==> src/rtl/aes_pkg.sv <==
// -----------------------------------------------------------------------------
// aes_pkg -- shared AES-128 key-schedule definitions.
//   NB       : words per round key (4)
//   KEY_W    : round-key width in bits (128)
//   RCON     : round constants, indexed by round number (entry 0 unused)
//   ks_state_e : inverse key-schedule controller states; FWD exists only when
//              INV_KEY_SCHEDULE_FWD_PRECOMPUTE_EN is defined.
// -----------------------------------------------------------------------------
package aes_pkg;

  localparam int NB    = 4;
  localparam int KEY_W = 128;

  // Padded to 16 entries so a 4-bit round index can never fall outside it.
  localparam logic [7:0] RCON [16] = '{
    8'h00, 8'h01, 8'h02, 8'h04, 8'h08, 8'h10, 8'h20, 8'h40,
    8'h80, 8'h1b, 8'h36, 8'h00, 8'h00, 8'h00, 8'h00, 8'h00
  };

`ifdef INV_KEY_SCHEDULE_FWD_PRECOMPUTE_EN
  typedef enum logic [1:0] {IDLE = 2'd0, FWD = 2'd1, EMIT = 2'd2} ks_state_e;
`else
  typedef enum logic [1:0] {IDLE = 2'd0, EMIT = 2'd2} ks_state_e;
`endif

endpackage

==> src/rtl/aes_sbox.sv <==
// -----------------------------------------------------------------------------
// aes_sbox -- combinational AES forward S-box.
//   data : byte in
//   sub  : S-box(data)
// Computed as the GF(2^8) multiplicative inverse (x^254, 0 maps to 0)
// followed by the AES affine transform, instead of a 256-entry table.
// -----------------------------------------------------------------------------
module aes_sbox (
  input  logic [7:0] data,
  output logic [7:0] sub
);

  // Multiply modulo x^8 + x^4 + x^3 + x + 1.
  function automatic logic [7:0] gf_mul(input logic [7:0] a, input logic [7:0] b);
    logic [7:0] p;
    logic [7:0] aa;
    p  = 8'h00;
    aa = a;
    for (int i = 0; i < 8; i++) begin
      if (b[i]) p = p ^ aa;
      aa = {aa[6:0], 1'b0} ^ (aa[7] ? 8'h1b : 8'h00);
    end
    return p;
  endfunction

  logic [7:0] sq;
  logic [7:0] inv;

  // NOTE: sq and inv get a value before the loop, so this block is purely
  // combinational with no path that could infer a latch.
  always_comb begin
    sq  = data;
    inv = 8'h01;
    // Accumulates a^2 * a^4 * ... * a^128 = a^254 = a^-1.
    for (int i = 0; i < 7; i++) begin
      sq  = gf_mul(sq, sq);
      inv = gf_mul(inv, sq);
    end
  end

  // Affine transform: b ^ rotl1 ^ rotl2 ^ rotl3 ^ rotl4 ^ 0x63.
  assign sub = inv
             ^ {inv[6:0], inv[7]}
             ^ {inv[5:0], inv[7:6]}
             ^ {inv[4:0], inv[7:5]}
             ^ {inv[3:0], inv[7:4]}
             ^ 8'h63;

endmodule

==> src/rtl/inv_key_schedule.sv <==
// -----------------------------------------------------------------------------
// inv_key_schedule -- AES-128 round-key generator for decryption order.
// Emits round keys Nr..0, one per rk_valid/rk_ready handshake.
//   clk        : clock, rising edge
//   reset      : synchronous active-high reset
//   key_in     : key to load, word 0 in [127:96]
//   key_valid  : key_in presented (taken when key_ready is high)
//   key_ready  : high only in IDLE
//   round_key  : current round key, word 0 in [127:96]
//   round_num  : round index of round_key
//   rk_valid   : round_key/round_num valid
//   rk_ready   : consumer takes the current round key
//   done       : one-cycle pulse after round 0 is taken
// Build option INV_KEY_SCHEDULE_FWD_PRECOMPUTE_EN: key_in is the cipher key
// and is expanded forward for Nr cycles before emission. Without it, key_in
// is already the round-Nr key and emission starts the next cycle.
// -----------------------------------------------------------------------------
module inv_key_schedule
  import aes_pkg::*;
#(
  parameter int Nk = 4,
  parameter int Nr = 10
) (
  input  logic             clk,
  input  logic             reset,
  input  logic [KEY_W-1:0] key_in,
  input  logic             key_valid,
  output logic             key_ready,
  output logic [KEY_W-1:0] round_key,
  output logic [3:0]       round_num,
  output logic             rk_valid,
  input  logic             rk_ready,
  output logic             done
);

  if (Nk != NB) begin : g_nk_check
    $error("inv_key_schedule supports only Nk=4");
  end

  localparam logic [3:0] NR4 = 4'(Nr);

  ks_state_e   state;
  logic [31:0] k0, k1, k2, k3;
  logic [31:0] sub_src, rot, sub_word, mix;
  logic [7:0]  rcon_byte;
  logic [KEY_W-1:0] prev_key;

  assign {k0, k1, k2, k3} = round_key;
  assign key_ready = (state == IDLE);

`ifdef INV_KEY_SCHEDULE_FWD_PRECOMPUTE_EN
  logic             fwd_mode;
  logic [31:0]      n0, n1, n2, n3;
  logic [KEY_W-1:0] fwd_key;

  // The forward step producing round r+1 feeds word 3 of round r to SubWord;
  // the inverse step feeds the recovered p3 = k3^k2 of the earlier round.
  assign fwd_mode  = (state == FWD);
  assign sub_src   = fwd_mode ? k3 : (k3 ^ k2);
  assign rcon_byte = RCON[fwd_mode ? round_num + 4'd1 : round_num];
`else
  assign sub_src   = k3 ^ k2;
  assign rcon_byte = RCON[round_num];
`endif

  assign rot = {sub_src[23:0], sub_src[31:24]};

  for (genvar i = 0; i < 4; i++) begin : g_sbox
    aes_sbox u_sbox (
      .data (rot[8*i +: 8]),
      .sub  (sub_word[8*i +: 8])
    );
  end

  // Shared term: both directions XOR word 0 with SubWord(RotWord(.)) ^ Rcon.
  assign mix      = sub_word ^ {rcon_byte, 24'h000000};
  assign prev_key = {k0 ^ mix, k1 ^ k0, k2 ^ k1, k3 ^ k2};

`ifdef INV_KEY_SCHEDULE_FWD_PRECOMPUTE_EN
  assign n0      = k0 ^ mix;
  assign n1      = k1 ^ n0;
  assign n2      = k2 ^ n1;
  assign n3      = k3 ^ n2;
  assign fwd_key = {n0, n1, n2, n3};
`endif

  // NOTE: non-blocking assignments so every register samples pre-edge values;
  // state and data outputs then update together at the edge.
  always_ff @(posedge clk) begin
    if (reset) begin
      state     <= IDLE;
      rk_valid  <= 1'b0;
      done      <= 1'b0;
      round_key <= '0;
      round_num <= '0;
    end else begin
      done <= 1'b0;
      case (state)
        IDLE: begin
          if (key_valid) begin
            round_key <= key_in;
`ifdef INV_KEY_SCHEDULE_FWD_PRECOMPUTE_EN
            round_num <= 4'd0;
            state     <= FWD;
`else
            round_num <= NR4;
            rk_valid  <= 1'b1;
            state     <= EMIT;
`endif
          end
        end
`ifdef INV_KEY_SCHEDULE_FWD_PRECOMPUTE_EN
        FWD: begin
          round_key <= fwd_key;
          round_num <= round_num + 4'd1;
          if (round_num == NR4 - 4'd1) begin
            rk_valid <= 1'b1;
            state    <= EMIT;
          end
        end
`endif
        EMIT: begin
          if (rk_ready) begin
            if (round_num == 4'd0) begin
              rk_valid <= 1'b0;
              done     <= 1'b1;
              state    <= IDLE;
            end else begin
              round_key <= prev_key;
              round_num <= round_num - 4'd1;
            end
          end
        end
        default: state <= IDLE;
      endcase
    end
  end

endmodule

==> config.mk <==
export PLATFORM = sky130hd
export DESIGN_NAME = inv_key_schedule
export DESIGN_NICKNAME = d
export VERILOG_FILES = /design/src/rtl/aes_pkg.sv /design/src/rtl/aes_sbox.sv /design/src/rtl/inv_key_schedule.sv
export SDC_FILE = /design/constraint.sdc
export NUM_CORES = 2
export LEC_CHECK = 0
export CORE_ASPECT_RATIO = 1.4
export CORE_MARGIN = 2
export CORE_UTILIZATION = 35
export DETAILED_ROUTE_END_ITERATION = 7
export GPL_TIMING_DRIVEN = 0
export SLEW_MARGIN = 25
export SYNTH_ARGS = -nofsm -noshare
export SYNTH_HDL_FRONTEND = slang
export SYNTH_SLANG_ARGS = --single-unit
==> constraint.sdc <==
create_clock -name clk -period 15.4 [get_ports clk]
set_clock_uncertainty 0.05 [all_clocks]
set_input_delay 2.31 -clock clk [delete_from_list [all_inputs] [get_ports clk]]
set_output_delay 2.31 -clock clk [all_outputs]
set_load 0.1 [all_outputs]
# --- Yosys cells after proc, flatten, opt, wreduce, memory -nomap -nowiden ---
# Memories as Yosys holds them, arrays and structs flattened.
# Index checks and enable logic that the tools add are counted.
# Widths: inputs -> output; s select.
classes:
  n_reduce_logical: 7
  bitwise: 784
  mux: 831
  addsub: 1
  n_eq_ne: 5
  order_cmp: 1
op_table:
  columns: ["operator", "count"]
  rows:
  - ["$xor 8x8->8", 744]
  - ["$mux 8", 422]
  - ["$mux 5", 368]
  - ["$mux 128", 3]
  - ["$pmux 128 s2", 1]
  - ["$xor 32x32->32", 5]
  - ["$mux 4", 7]
  - ["$mux 7", 4]
  - ["$not 1->1 const A", 28]
  - ["$mux 6", 4]
  - ["$not 4->4", 4]
  - ["$mux 2", 7]
  - ["$mux 3", 4]
  - ["$mux 1", 8]
  - ["$ne 2x2->1 const B", 4]
  - ["$pmux 4 s2", 1]
  - ["$reduce_and 4->1", 2]
  - ["$ge 5x5->1 const B", 1]
  - ["$not 4->5", 1]
  - ["$logic_not 4->1", 1]
  - ["$pmux 2 s2", 1]
  - ["$sub 4x1->4 const B", 1]
  - ["$reduce_and 3->1", 1]
  - ["$reduce_or 3->1", 1]
  - ["5 further kinds", 6]
totals:
  out_inout_bits: 135
  elab_cells: 1635
  mem_bits_ro: 128
  register_bits: 136
  memories: 1
mem_list:
  columns: ["memory", "depth", "width", "read_ports", "rd_clocked_by_memory_dff", "write_ports", "line_no", "rtl"]
  rows:
  - ["(no name shown)", 16, 8, 1, 0, 0, "inv_key_schedule.sv:63", "assign rcon_byte = RCON[round_num];"]

# --- Depth between registers and ports, before layout ---
logic_depth:
  word_depth: 138
  mapped_depth: 69
  ltp_nobuf: 57

# --- Modules after synthesis ---
# A second synthesis with hierarchy kept.
unflattened:
  cells_unflattened: 8658
  hier_area_um2: 68585.8
by_module_without_submodules:
  columns: ["mod", "n_inst", "seq_area_each_um2", "cells_each", "area_each_um2"]
  rows:
  - ["aes_sbox", 4, 0.0, 1942, 15220.8]
  - ["inv_key_schedule", 1, 2682.6, 890, 7702.4]

# --- Least setup slack after synthesis ---
# Ideal clock, no wire load.
synth_path:
  path_kind: "reg2reg"
  from: "reg round_key[55]"
  to: "reg round_key[127]"
  path_stages_with_launch: 66
  synth_period_minus_slack_ns: 16.730
  n_path_buf: 10
  arrival_time_ns: 16.568
  setup_slack_ns: -1.330
  path_cell_list: "dfxtp_1 > buf_2 > xnor2_2 > buf_2 > inv_2 > ha_1 > clkbuf_1 > nand2_1 > xor2_1 > inv_1 > buf_2 > clkbuf_1 > buf_1 > ha_1 > clkbuf_1 > clkinv_1 > xnor2_1 > xor2_1 > (+30 left out) > a31oi_1 > and4_1 > o21ai_1 > a31oi_1 > or2_1 > clkbuf_1 > mux2_2 > o22a_1 > xnor3_2 > xnor2_2 > nor2_1 > xnor2_1 > xnor3_1 > xnor3_1 > xor3_1 > xnor2_1 > mux2i_1 > a2111oi_1"
synth_between:
  elab_chain_len: 134
synth_rtl:
  columns: ["element", "line_no", "rtl"]
  rows:
  - ["start: declaration", "inv_key_schedule.sv:29", "output logic [KEY_W-1:0] round_key,"]
  - ["start signal: assignment", "inv_key_schedule.sv:101", "round_key <= key_in;"]
  - ["start signal: assignment", "inv_key_schedule.sv:129", "round_key <= prev_key;"]
  - ["$xor 32x32->32 (*)", "inv_key_schedule.sv:62", "assign sub_src = k3 ^ k2;"]
  - ["$mux 5", "aes_sbox.sv:21", "aa = {aa[6:0], 1'b0} ^ (aa[7] ? 8'h1b : 8'h00);"]
  - ["$xor 8x8->8", "aes_sbox.sv:21", null]
  - ["$xor 8x8->8", "aes_sbox.sv:20", "if (b[i]) p = p ^ aa;"]
  - ["$mux 8", "aes_sbox.sv:20", null]
  - ["$xor 8x8->8", "aes_sbox.sv:20", null]
  - ["$mux 8", "aes_sbox.sv:20", null]
  - ["$xor 8x8->8", "aes_sbox.sv:20", null]
  - ["(+118 left out)", null, null]
  - ["$xor 8x8->8", "aes_sbox.sv:44", "^ {inv[5:0], inv[7:6]}"]
  - ["$xor 8x8->8", "aes_sbox.sv:45", "^ {inv[4:0], inv[7:5]}"]
  - ["$xor 8x8->8 (*)", "aes_sbox.sv:46", "^ {inv[3:0], inv[7:4]}"]
  - ["$xor 32x32->32 (*)", "inv_key_schedule.sv:76", "assign mix = sub_word ^ {rcon_byte, 24'h000000};"]
  - ["$xor 32x32->32 (*)", "inv_key_schedule.sv:77", "assign prev_key = {k0 ^ mix, k1 ^ k0, k2 ^ k1, k3 ^ k2};"]
  - ["$mux 128 (*)", "inv_key_schedule.sv:124", "if (round_num == 4'd0) begin"]
  - ["$mux 128 (*)", "inv_key_schedule.sv:123", "if (rk_ready) begin"]
  - ["$pmux 128 s2 (*)", "inv_key_schedule.sv:98", "case (state)"]
# Mark *: on every way between the ends. The rest lies on a longest branch, timed or not. The select of a mux whose other input is x is not followed.
# A chain may end at the register's enable or synchronous reset.

# --- Final worst setup path ---
layout_path:
  from: "reg round_key[55]"
  to: "reg round_key[125]"
layout_between:
  elab_chain_len: 135
layout_rtl:
  columns: ["element", "line_no"]
  rows:
  - ["$xor 32x32->32 (*)", "inv_key_schedule.sv:62"]
  - ["$mux 5 or $mux 8 (tied branches)", "aes_sbox.sv:21, aes_sbox.sv:20"]
  - ["$xor 8x8->8 (on tied branches)", "aes_sbox.sv:21, aes_sbox.sv:20"]
  - ["$xor 8x8->8 or $mux 8 (tied branches)", "aes_sbox.sv:20"]
  - ["$mux 8 or $xor 8x8->8 (tied branches)", "aes_sbox.sv:20"]
  - ["$xor 8x8->8 or $mux 8 (tied branches)", "aes_sbox.sv:20"]
  - ["$mux 8 or $xor 8x8->8 (tied branches)", "aes_sbox.sv:20"]
  - ["$xor 8x8->8 or $mux 8 (tied branches)", "aes_sbox.sv:20"]
  - ["(+119 left out)", null]
  - ["$xor 8x8->8", "aes_sbox.sv:45"]
  - ["$xor 8x8->8 (*)", "aes_sbox.sv:46"]
  - ["$not 4->4 (no source line) (*)", null]
  - ["$xor 32x32->32 (*)", "inv_key_schedule.sv:76"]
  - ["$xor 32x32->32 (*)", "inv_key_schedule.sv:77"]
  - ["$mux 128 (*)", "inv_key_schedule.sv:124"]
  - ["$mux 128 (*)", "inv_key_schedule.sv:123"]
  - ["$pmux 128 s2 (*)", "inv_key_schedule.sv:98"]
# Marked as above.

==> results.json <==
{
  "drive_gt1_share_pct": 17.2,
  "io_pins": 267,
  "critical_path_peak_fanout": 10,
  "max_stage_delay_ps": 520,
  "relSlewSlack_pct": 21.0,
  "cts_tree": "built",
  "instances_no_fill": 10600,
  "multi_input_area_um2": 58400,
  "syn_nets": 7939,
  "slew_viol_final": 0,
  "r2r-start": "round_key[55]",
  "cp-start-kind": "flop",
  "fp-row-count": 178,
  "rr_endpoint": "round_key[125]",
  "yosysSeqAreaShare_pct": 4.56,
  "clock_sinks": 134,
  "root_buffer": "clkbuf_16",
  "hp-class": "flop to flop",
  "cts_buffer_depth": 2,
  "port_buffers": 265,
  "reg2regPathDepth": 60,
  "tns_ps": 0,
  "worstPathArrival_ps": 15340,
  "synth_edf_count": 0,
  "crit_slowest_cell": "xnor3_2",
  "fmax_mhz": 66.6,
  "synth_xor_area_share_pct": 49.0,
  "netlist_top_cells_count": "xnor2_1 (1556), nor2_1 (1327), nand2_1 (704)",
  "path_clk_slew_ps": 90,
  "holdWs_ps": 496,
  "drt_iter0_drc": 6122,
  "fin_nets": 8533,
  "grt_pass1_vias": 57300,
  "synth_top_family_by_area": "XOR/XNOR gates",
  "gp_congestion": 0.975,
  "min_period_ps": 15010,
  "overflow": 0,
  "drcViolationCount": 0,
  "synth.most_common_cell": "xnor2_1",
  "ys_seq_elements": 134,
  "dr.pass1.iters": 8,
  "htreeDepth": 4,
  "wl_um": 226000,
  "yosysUniqueCellTypes": 108,
  "synth.top_cell.area_share_pct": 23.2,
  "hold_depth": 2,
  "hold_viol": 0,
  "finalCritPeriodShare_pct": 97.5,
  "ys_top_cells_by_area": "xnor2_1 (23%), xnor3_1 (13%), nor2_1 (8.5%)",
  "postSynthAreaPerCell_um2": 7.56,
  "post_drt_wl_per_cell_um": 21.2,
  "path_class": "flop to flop",
  "fillers": 16900,
  "worstPathRequired_ps": 15730,
  "cts_buffers": 17,
  "synthSimpleGateAreaFrac_pct": 19.4,
  "dp_cells": 10300,
  "async_reset_ff_share_pct": 0,
  "num_vias": 60400,
  "hpwl_um": 172000,
  "syn_to_final_growth_pct": 23.5,
  "setup_ws_ps": 391,
  "die_h_um": 489,
  "grt_pass1_wl_um": 339000,
  "netlist_area_um2": 58800,
  "holdPathEnd": "round_num[0]",
  "min_from": "round_num[0]",
  "tightest_slew_ps": 1190,
  "crit_path_end_kind": "flop",
  "synthAdderAreaFrac_pct": 0.528,
  "synth_cells": 7783,
  "r2r_slack_ps": 390,
  "regArea_um2": 2700,
  "max_cap_viol_count": 0,
  "dieArea_um2": 171000,
  "start_util_pct": 35.1,
  "clkLatencyLatePin_ps": 510,
  "detail_route.vias_per_cell": 5.67,
  "drtAntennaViolNets": 0,
  "synth-main-ff-cell": "dfxtp_1",
  "setup_viol": 0,
  "yosysTopAreaCell": "xnor2_1",
  "detailedPlace.worstSlack_ps": -4170,
  "synth.area.mux_share_pct": 5.22,
  "grt_usage_pct": 25.0,
  "yosysWarnings": 0,
  "die_x_um": 350,
  "antenna_found_initial": 8,
  "grt_start_max_net_pins": 17,
  "core-area_um2": 167000,
  "synth_compound_area_share_pct": 16.9,
  "outcome": "finished, final reports clean"
}
## cell type report
cell class              instances  area share, %
diodes                          4         0.0138
clock buffers                  17          0.586
well taps                    2250           3.88
multi-input cells            7019           80.5
inverters                     117          0.634
clock inverters                15          0.221
repair buffers                585           7.12
plain buffers                 503           3.35
flip-flops and latches        134           3.72
## routing by layer
| metal | GRT usage, % | up-vias | routed length (µm) |
|---|---|---|---|
| li1 | - | 28000 | - |
| met1 | 31.4 | 29000 | 90400 |
| met2 | 42.4 | 2720 | 107000 |
| met3 | 4.34 | 570 | 19200 |
| met4 | 9.27 | 4 | 9210 |
| met5 | 0 | - | 24 |
## kinds of logic after synthesis
kind of cell,after synthesis
AND/OR/NAND/NOR,2697
XOR/XNOR,2498
AO/OA/AOI/OAI,1507
buffers and inverters,630
multiplexers,292
flip-flops,134
adder cells (fa/ha/maj),25
## what timing repair did
action | 4_1_cts | 5_1_grt
pin swaps | 107 | 135
buffers inserted | 141 | 177
gates resized for setup | 500 | 403
hold buffers | 0 | 0
setup endpoints to repair | 32 | 32
## worst max-delay path: cells and delay by family (launching register included)
family	cells	cell delay, ps
compound gates	4	830
flops	1	410
xor+xnor	32	9780
simple gates	7	560
mux	2	440
buf+inv	13	2110
fa+ha+maj	2	680
## layout by cell type, fill, tap and decap left out, types with 84 or more instances in the layout
master | synthesis | final
dfxtp_1 | 134 | 125
inv_1 | 93 | 91
xnor3_1 | 338 | 259
xnor2_1 | 1556 | 1311
xnor2_2 | 71 | 230
a21oi_1 | 338 | 327
o22ai_1 | 133 | 130
clkdlybuf4s50_1 | 0 | 262
nand2_1 | 704 | 699
nor2_1 | 1327 | 1304
nand3_1 | 195 | 192
clkbuf_1 | 360 | 258
mux2i_1 | 204 | 201
nor3_1 | 171 | 166
o21ai_0 | 365 | 353
xnor2_4 | 25 | 111
xnor3_2 | 23 | 102
xor2_1 | 412 | 305
a222oi_1 | 84 | 84
buf_4 | 23 | 348
xor2_2 | 26 | 88
## how the worst max path moves through the flow
stage	startpoint	cells past startpoint	slack, ps	endpoint
2_1_floorplan	round_key[38]	54	40	round_key[111]
3_3_place_gp	round_key[55]	64	-4080	round_key[127]
3_5_place_dp	round_key[55]	64	-4170	round_key[127]
4_1_cts	round_key[39]	58	2	round_key[104]
5_1_grt	round_key[55]	66	-80	round_key[124]
6_report	round_key[55]	60	390	round_key[125]
## state kept, by name, summed over array words and instances, names as in the netlist
| name | count |
|---|---|
| round_num | 4 |
| rk_valid | 1 |
| done | 1 |
| round_key | 128 |
## stage by stage
stage / instance area (µm²) / util [%]
2_1_floorplan: 59000 / -
3_3_place_gp: 64400 / 38.5
3_5_place_dp: 64500 / 38.5
4_1_cts: 69100 / 41.2
5_1_grt: 72600 / 43.4
6_report: 72600 / 43.4
Power is not shown: default switching activity piles up to over one toggle a cycle in this logic, so the estimate is an artifact.
